==> config.mk <==
export PLATFORM = sky130hd
export DESIGN_NAME = timer_irq_ctrl
export DESIGN_NICKNAME = d
export VERILOG_FILES = /design/src/rtl/timer_irq_ctrl.sv
export SDC_FILE = /design/constraint.sdc
export NUM_CORES = 1
export LEC_CHECK = 0
export CAP_MARGIN = 5
export CORE_UTILIZATION = 43
export CTS_CLUSTER_DIAMETER = 50
export CTS_CLUSTER_SIZE = 12
export DETAILED_ROUTE_END_ITERATION = 10
export PLACE_DENSITY = 0.78
export SETUP_SLACK_MARGIN = 0.15
export SYNTH_ARGS = -nofsm -noshare
export SYNTH_HDL_FRONTEND = slang
export SYNTH_SLANG_ARGS = --single-unit
==> constraint.sdc <==
create_clock -name clk -period 1.9 [get_ports clk]
set_input_delay 0.57 -clock clk [delete_from_list [all_inputs] [get_ports clk]]
set_output_delay 0.57 -clock clk [all_outputs]
set_load 0.005 [all_outputs]
==> src/rtl/timer_irq_ctrl.sv <==
// rtl/timer_irq_ctrl.sv - sticky W1C timer status, masked level IRQ with minimum low-time holdoff.
// Optional missed-event counters are built when TIMER_IRQ_MISS_CNT_EN is defined.
module timer_irq_ctrl #(
  parameter int HOLDOFF_CYCLES = 4,
  parameter int MISS_W         = 8
) (
  input  logic              clk,
  input  logic              rst,
  input  logic              i_cnt0_done,
  input  logic              i_cnt1_done,
  input  logic [1:0]        i_irq_en,
  input  logic              i_clr_valid,
  input  logic [1:0]        i_clr_mask,
  input  logic              i_miss_clr,
  output logic [1:0]        o_status,
  output logic [1:0]        o_pending,
  output logic              o_irq,
  output logic [MISS_W-1:0] o_miss_cnt0,
  output logic [MISS_W-1:0] o_miss_cnt1
);

  typedef enum logic [1:0] {
    IDLE    = 2'd0,
    ACTIVE  = 2'd1,
    HOLDOFF = 2'd2
  } state_t;

  localparam logic [7:0] HOLD_LOAD = (HOLDOFF_CYCLES > 0) ? 8'(HOLDOFF_CYCLES - 1) : 8'd0;

  state_t     state;
  logic [7:0] hold_cnt;
  logic       irq_q;
  logic [1:0] status_q;
  logic [1:0] done;
  logic [1:0] clr_bits;

  assign done     = {i_cnt1_done, i_cnt0_done};
  assign clr_bits = i_clr_valid ? i_clr_mask : 2'b00;

  // OR-ing the set term after the clear makes a simultaneous set win.
  always_ff @(posedge clk or posedge rst) begin
    if (rst) begin
      status_q <= 2'b00;
    end else begin
      status_q <= (status_q & ~clr_bits) | done;
    end
  end

  assign o_status  = status_q;
  assign o_pending = status_q & i_irq_en;

  always_ff @(posedge clk or posedge rst) begin
    if (rst) begin
      state    <= IDLE;
      hold_cnt <= 8'd0;
      irq_q    <= 1'b0;
    end else begin
      case (state)
        IDLE: begin
          if (|o_pending) begin
            state <= ACTIVE;
            irq_q <= 1'b1;
          end
        end
        ACTIVE: begin
          if (o_pending == 2'b00) begin
            irq_q <= 1'b0;
            if (HOLDOFF_CYCLES > 0) begin
              state    <= HOLDOFF;
              hold_cnt <= HOLD_LOAD;
            end else begin
              state <= IDLE;
            end
          end
        end
        HOLDOFF: begin
          // The count runs HOLD_LOAD..0, giving exactly HOLDOFF_CYCLES low cycles.
          if (hold_cnt == 8'd0) begin
            if (|o_pending) begin
              state <= ACTIVE;
              irq_q <= 1'b1;
            end else begin
              state <= IDLE;
            end
          end else begin
            hold_cnt <= hold_cnt - 8'd1;
          end
        end
        default: begin
          state <= IDLE;
          irq_q <= 1'b0;
        end
      endcase
    end
  end

  assign o_irq = irq_q;

`ifdef TIMER_IRQ_MISS_CNT_EN
  localparam logic [MISS_W-1:0] MISS_MAX = '1;

  logic [MISS_W-1:0] miss0_q;
  logic [MISS_W-1:0] miss1_q;
  logic [1:0]        miss_inc;

  // An event is lost only if its bit is already set and not being cleared now.
  assign miss_inc = done & status_q & ~clr_bits;

  always_ff @(posedge clk or posedge rst) begin
    if (rst) begin
      miss0_q <= '0;
      miss1_q <= '0;
    end else if (i_miss_clr) begin
      miss0_q <= '0;
      miss1_q <= '0;
    end else begin
      if (miss_inc[0] && (miss0_q != MISS_MAX)) miss0_q <= miss0_q + 1'b1;
      if (miss_inc[1] && (miss1_q != MISS_MAX)) miss1_q <= miss1_q + 1'b1;
    end
  end

  assign o_miss_cnt0 = miss0_q;
  assign o_miss_cnt1 = miss1_q;
`else
  logic unused_miss_clr;

  assign unused_miss_clr = i_miss_clr;
  assign o_miss_cnt0     = '0;
  assign o_miss_cnt1     = '0;
`endif

endmodule
== After elaboration in Yosys (flattened, before gate mapping) ==
Cells that the tools add are included.

* Memories kept: 0
* ROM bits: 0
* Bits in latches: 0
* Bits in registers: 13
* Bits in writable memories: 0
* Input port bits: 10
* Output and inout bits: 21

* Div/mod/pow operators: 0
* Multiplexer cells: 13
* Equal/unequal tests: 6
* Magnitude comparators: 0
* Multiply operators: 0
* Bitwise operators: 4
* Add/sub/neg operators: 1
* Shift operators: 0
* Reduce and logical (&&, ||, !) cells: 8

{| class="wikitable"
|+ Operator list
! cell !! number
|-
| $mux W8 || 2
|-
| $pmux W8 S2 || 1
|-
| $logic_not A8 Y1 || 1
|-
| $mux W2 || 4
|-
| $ne A2 B2 Y1 const B || 4
|-
| $sub A8 B1 Y8 const B || 1
|-
| $pmux W2 S3 || 1
|-
| $reduce_and A3 Y1 || 2
|-
| $and A2 B2 Y2 || 2
|-
| $logic_not A2 Y1 || 2
|-
| $mux W1 || 4
|-
| $pmux W1 S3 || 1
|-
| $eq A2 B1 Y1 const B || 1
|-
| $eq A2 B2 Y1 const B || 1
|-
| $not A2 Y2 || 1
|-
| $or A2 B2 Y2 || 1
|-
| $reduce_and A2 Y1 || 1
|-
| $reduce_bool A2 Y1 || 1
|-
| $reduce_or A2 Y1 || 1
|}

== Logic depth before layout (Yosys ltp) ==
* Depth after elaboration: 5
* Mapped depth: 5
* Depth with buffers taken out: 5

== Worst setup path after synthesis ==
Ideal clock, no wire load.

* Kind: reg-to-reg
* Start point: register state[0]
* End point: register hold_cnt[5]
* Arrival: 1548 ps
* Stages on the path, launching flop included: 4
* Period minus slack after synthesis: 1625 ps
* Library setup time: 77 ps
* Slack: 275 ps
* Cells stage by stage: dfrtp_1 > or4b_4 > or4b_1 > a21oi_1

* Longest elaborated chain between the ends: 3
* Elaborated cells on any way between the ends: 7
* Those cells by class: eq/ne (4); mux (1); reduce/logical (2)

{| class="wikitable"
|+ Ends and longest elaborated chain
! item !! line !! text
|-
| start: declaration || 30 || <nowiki>state_t state;</nowiki>
|-
| start signal: assignment || 54 || <nowiki>state <= IDLE;</nowiki>
|-
| start signal: assignment || 61 || <nowiki>state <= ACTIVE;</nowiki>
|-
| start signal: assignment || 69 || <nowiki>state <= HOLDOFF;</nowiki>
|-
| $eq A2 B2 Y1 or $eq A2 B1 Y1 (tied branches) || 58 || <nowiki>case (state)</nowiki>
|-
| $ne A2 B2 Y1 (no source line) or $reduce_bool A2 Y1 (tied branches) || -- ||
|-
| $reduce_and A3 Y1 (no source line) || -- ||
|-
| end signal: assignment || 86 || <nowiki>hold_cnt <= hold_cnt - 8'd1;</nowiki>
|-
| end: declaration || 31 || <nowiki>logic [7:0] hold_cnt;</nowiki>
|}

Several ways; a longest one is shown, not always the timed one.
A chain may end at the register's enable or synchronous reset.

== Worst setup path after layout ==
Same ends and word-level chain as after synthesis.

==> impl_metrics.py <==
metrics = {
    "sta": {
        "setup_viol": 0,
        "rsz0062_at_grt": "no",
        "finalHoldViolations": 0,
        "finClkSkew_ns": 0.0110,
        "relSlewSlack_pct": 65.5,
        "max_freq_mhz": 586,
        "period_needed_ns": 1.71,
        "final.period_utilization_pct": 89.8,
        "tightest_slew_ns": 0.513,
        "drv_slew": 0,
    },
    "global_route": {
        "grt_max_degree": 14,
        "first_global_vias": 657,
        "grt_remaining_overflow": 0,
        "antenna_found_initial": 0,
        "grt_pass1_wl_um": 2790,
        "grt_util_all_layers_pct": 18.6,
    },
    "drt": {
        "post_drt_wl_per_cell_um": 12.5,
        "drcViolationCount": 0,
        "vias_per_cell": 5.09,
        "drt-met1-wl_um": 720,
        "dr.pass1.iters": 4,
        "ant_nets": 0,
        "vias": 707,
        "route.met3.wl_um": 84,
        "wl_met2_um": 898,
        "wl_um": 1740,
        "maxUsedRoutingLayer": "met4",
        "drt_iter0_drc": 10,
    },
    "floorplanning": {
        "die_x_um": 46.5,
        "std_cell_rows": 15,
        "die_area_mm2": 0.00216,
        "io_pins": 31,
        "core_mm2": 0.00178,
        "initial_utilization_pct": 47.6,
        "die_h_um": 46.5,
    },
    "placed_design": {
        "io_buffers": 13,
        "hpwlAfterDp_um": 1260,
        "gp_congestion": 0.713,
    },
    "power": {
        "p_sw_share_pct": 40.6,
        "switchingPower_uw": 507,
        "ir_worst_vdd_uv": 779,
        "combPwrFrac_pct": 47.5,
        "powerDensity_mw_per_mm2": 1180,
        "total_power_uw": 1250,
        "leakage_uw": 0.000530,
        "pwr-share-clk_pct": 14.2,
        "power.internal_uw": 742,
        "power_frac_seq_pct": 38.3,
    },
    "final_layout": {
        "utilization_pct": 59.3,
        "drive_gt1_share_pct": 22.8,
        "diodes": 0,
        "area_growth_pct": 24.4,
        "fin_nets": 127,
    },
    "setup_path": {
        "critPathMaxFanout": 9,
        "ff2ff_path_depth": 3,
        "cp-end-kind": "register",
        "arrival_ns": 1.92,
        "cp_data_required_time_ns": 2.12,
        "start_kind": "register",
        "critPathKind": "register to register",
    },
    "clocking": {
        "cts_tree": "done",
        "clk_pin_slew_ns": 0.09,
        "clk_latency_ns": 0.28,
        "ctsHoldBuffers": 0,
        "cts_sinks": 13,
        "htree_num_levels": 1,
        "cts-root-buf": "clkbuf_4",
        "cts_inserted_buffers": 3,
        "clockBufferDepth": 2,
    },
    "logic_synthesis": {
        "ys_ff_latch": 13,
        "synth_warnings": 0,
        "yosys.area.top_type": "dfrtp_1",
        "synthCells": 90,
        "synth_top_area_share_pct": 38.3,
        "syn_avg_cell_area_um2": 9.44,
        "synth_area_leaders": "dfrtp_1 38%, buf_4 14%, mux2i_1 5.9%, o21ai_0 4.7%, a21oi_1 3.5%",
        "syn-cell-area_um2": 850,
        "ys_seq_area_share_pct": 38.3,
        "synth_cell_types": 30,
    },
    "hold_path": {
        "hold_class": "register to register",
        "min_path_cells": 1,
    },
    "outcome": {
        "status": "finished, final reports clean",
    },
    "flow_run": {
        "max-cap-violations": 0,
    },
}
Yosys cell counts, drive strengths merged:
library cell / number
or4b: 2
and2b: 2
o21ai: 9
or3: 2
conb: 1
or4: 1
nor4: 1
nor2: 4
and3b: 1
or2b: 1
a22o: 2
and2: 2
nand2: 2
o31ai: 1
a21o: 3
or3b: 1
mux2i: 5
a22oi: 1
nand4: 1
ha: 2
buf: 17
dfrtp: 13
a21oi: 6
o211ai: 2
o2111ai: 1
nor4b: 1
inv: 6
repair_timing:
item,4_1_cts,5_1_grt
pin swaps,0,1
endpoints found under the setup margin,8,9
gates resized for setup,13,8
setup buffers,2,3
flip-flops by register name, summed over array words and instances, names as in the netlist:
signal	flops
state	2
hold_cnt	8
o_irq	1
o_status	2
worst paths after layout:
kind	start	endpoint	slack (ns)
worst max-delay path	state[0]	hold_cnt[5]	0.19
worst min-delay path	o_irq	o_irq	0.52
worst max register to register	state[0]	hold_cnt[5]	0.19
worst min register to register	o_irq	o_irq	0.52
max in group asynchronous	rst	state[0]	0.93
min in group asynchronous	rst	hold_cnt[5]	0.60
power by group through the flow:
stage               logic [uW]  clock network (uW)  registers [uW]
CTS                        540                 176             475
global placement           470                   0             470
global route               658                 195             491
floorplan                  373                   0             461
detailed placement         495                   0             478
finish                     593                 177             478
layout by cell type, fill, tap and decap left out, types with 2 or more instances in the layout:
master and n:
nand2_1 2, nor2_1 4, dfrtp_1 12, inv_1 5, clkbuf_4 3, o21ai_0 8
clkdlybuf4s50_1 6, buf_4 9, o211ai_1 2, dlygate4sd2_1 3, and2b_2 2, conb_1 16
a21o_1 3, dlymetal6s2s_1 2, or3_1 2, mux2i_1 5, a22o_1 2, a21oi_1 5
cells by family (layout without fill, tap and decap cells):
logic type | count (synthesis) | after routing | synth area share [%]
adders and majority gates | 2 | 2 | 2.95
other | 1 | 16 | 0.441
muxes | 5 | 5 | 5.89
buffers and inverters | 23 | 32 | 17.4
DFF | 13 | 13 | 38.3
AOI/OAI and AO/OA | 25 | 25 | 18.1
and+or+nand+nor | 21 | 21 | 16.9
cell type report:
class / instances / area [um2]
Clock buffer: 4 / 26.3
Timing Repair Buffer: 22 / 189
Multi-Input combinational cell: 69 / 462
Fill cell: 143 / 726
Inverter: 6 / 22.5
Sequential cell: 13 / 327
Tap cell: 25 / 31.3
metal layers:
| layer | vias up | GRT usage [%] |
|---|---|---|
| li1 | 336 | - |
| met1 | 333 | 20.9 |
| met2 | 33 | 33.9 |
| met3 | 5 | 2.35 |
| met4 | 0 | 8.82 |
| met5 | - | 0 |
through the flow:
step,cell area [um2],worst slack (ns),instances,TNS (ns),hold WS (ns)
2_1_floorplan,906,0.275,105,0,0.447
3_3_place_gp,972,-0.322,130,-0.643,0.487
3_5_place_dp,972,-0.351,130,-0.667,0.492
4_1_cts,1020,0.143,136,0,0.523
5_1_grt,1060,0.156,139,0,0.538
6_report,1060,0.194,139,0,0.517
worst max-delay path, stage by stage, from the launching register on:
cell     delay [ns]
dfrtp_2        0.46
or4b_4         0.56
or4b_1         0.47
a21oi_1        0.15
Note: power is estimated with default switching activity, not from simulation.
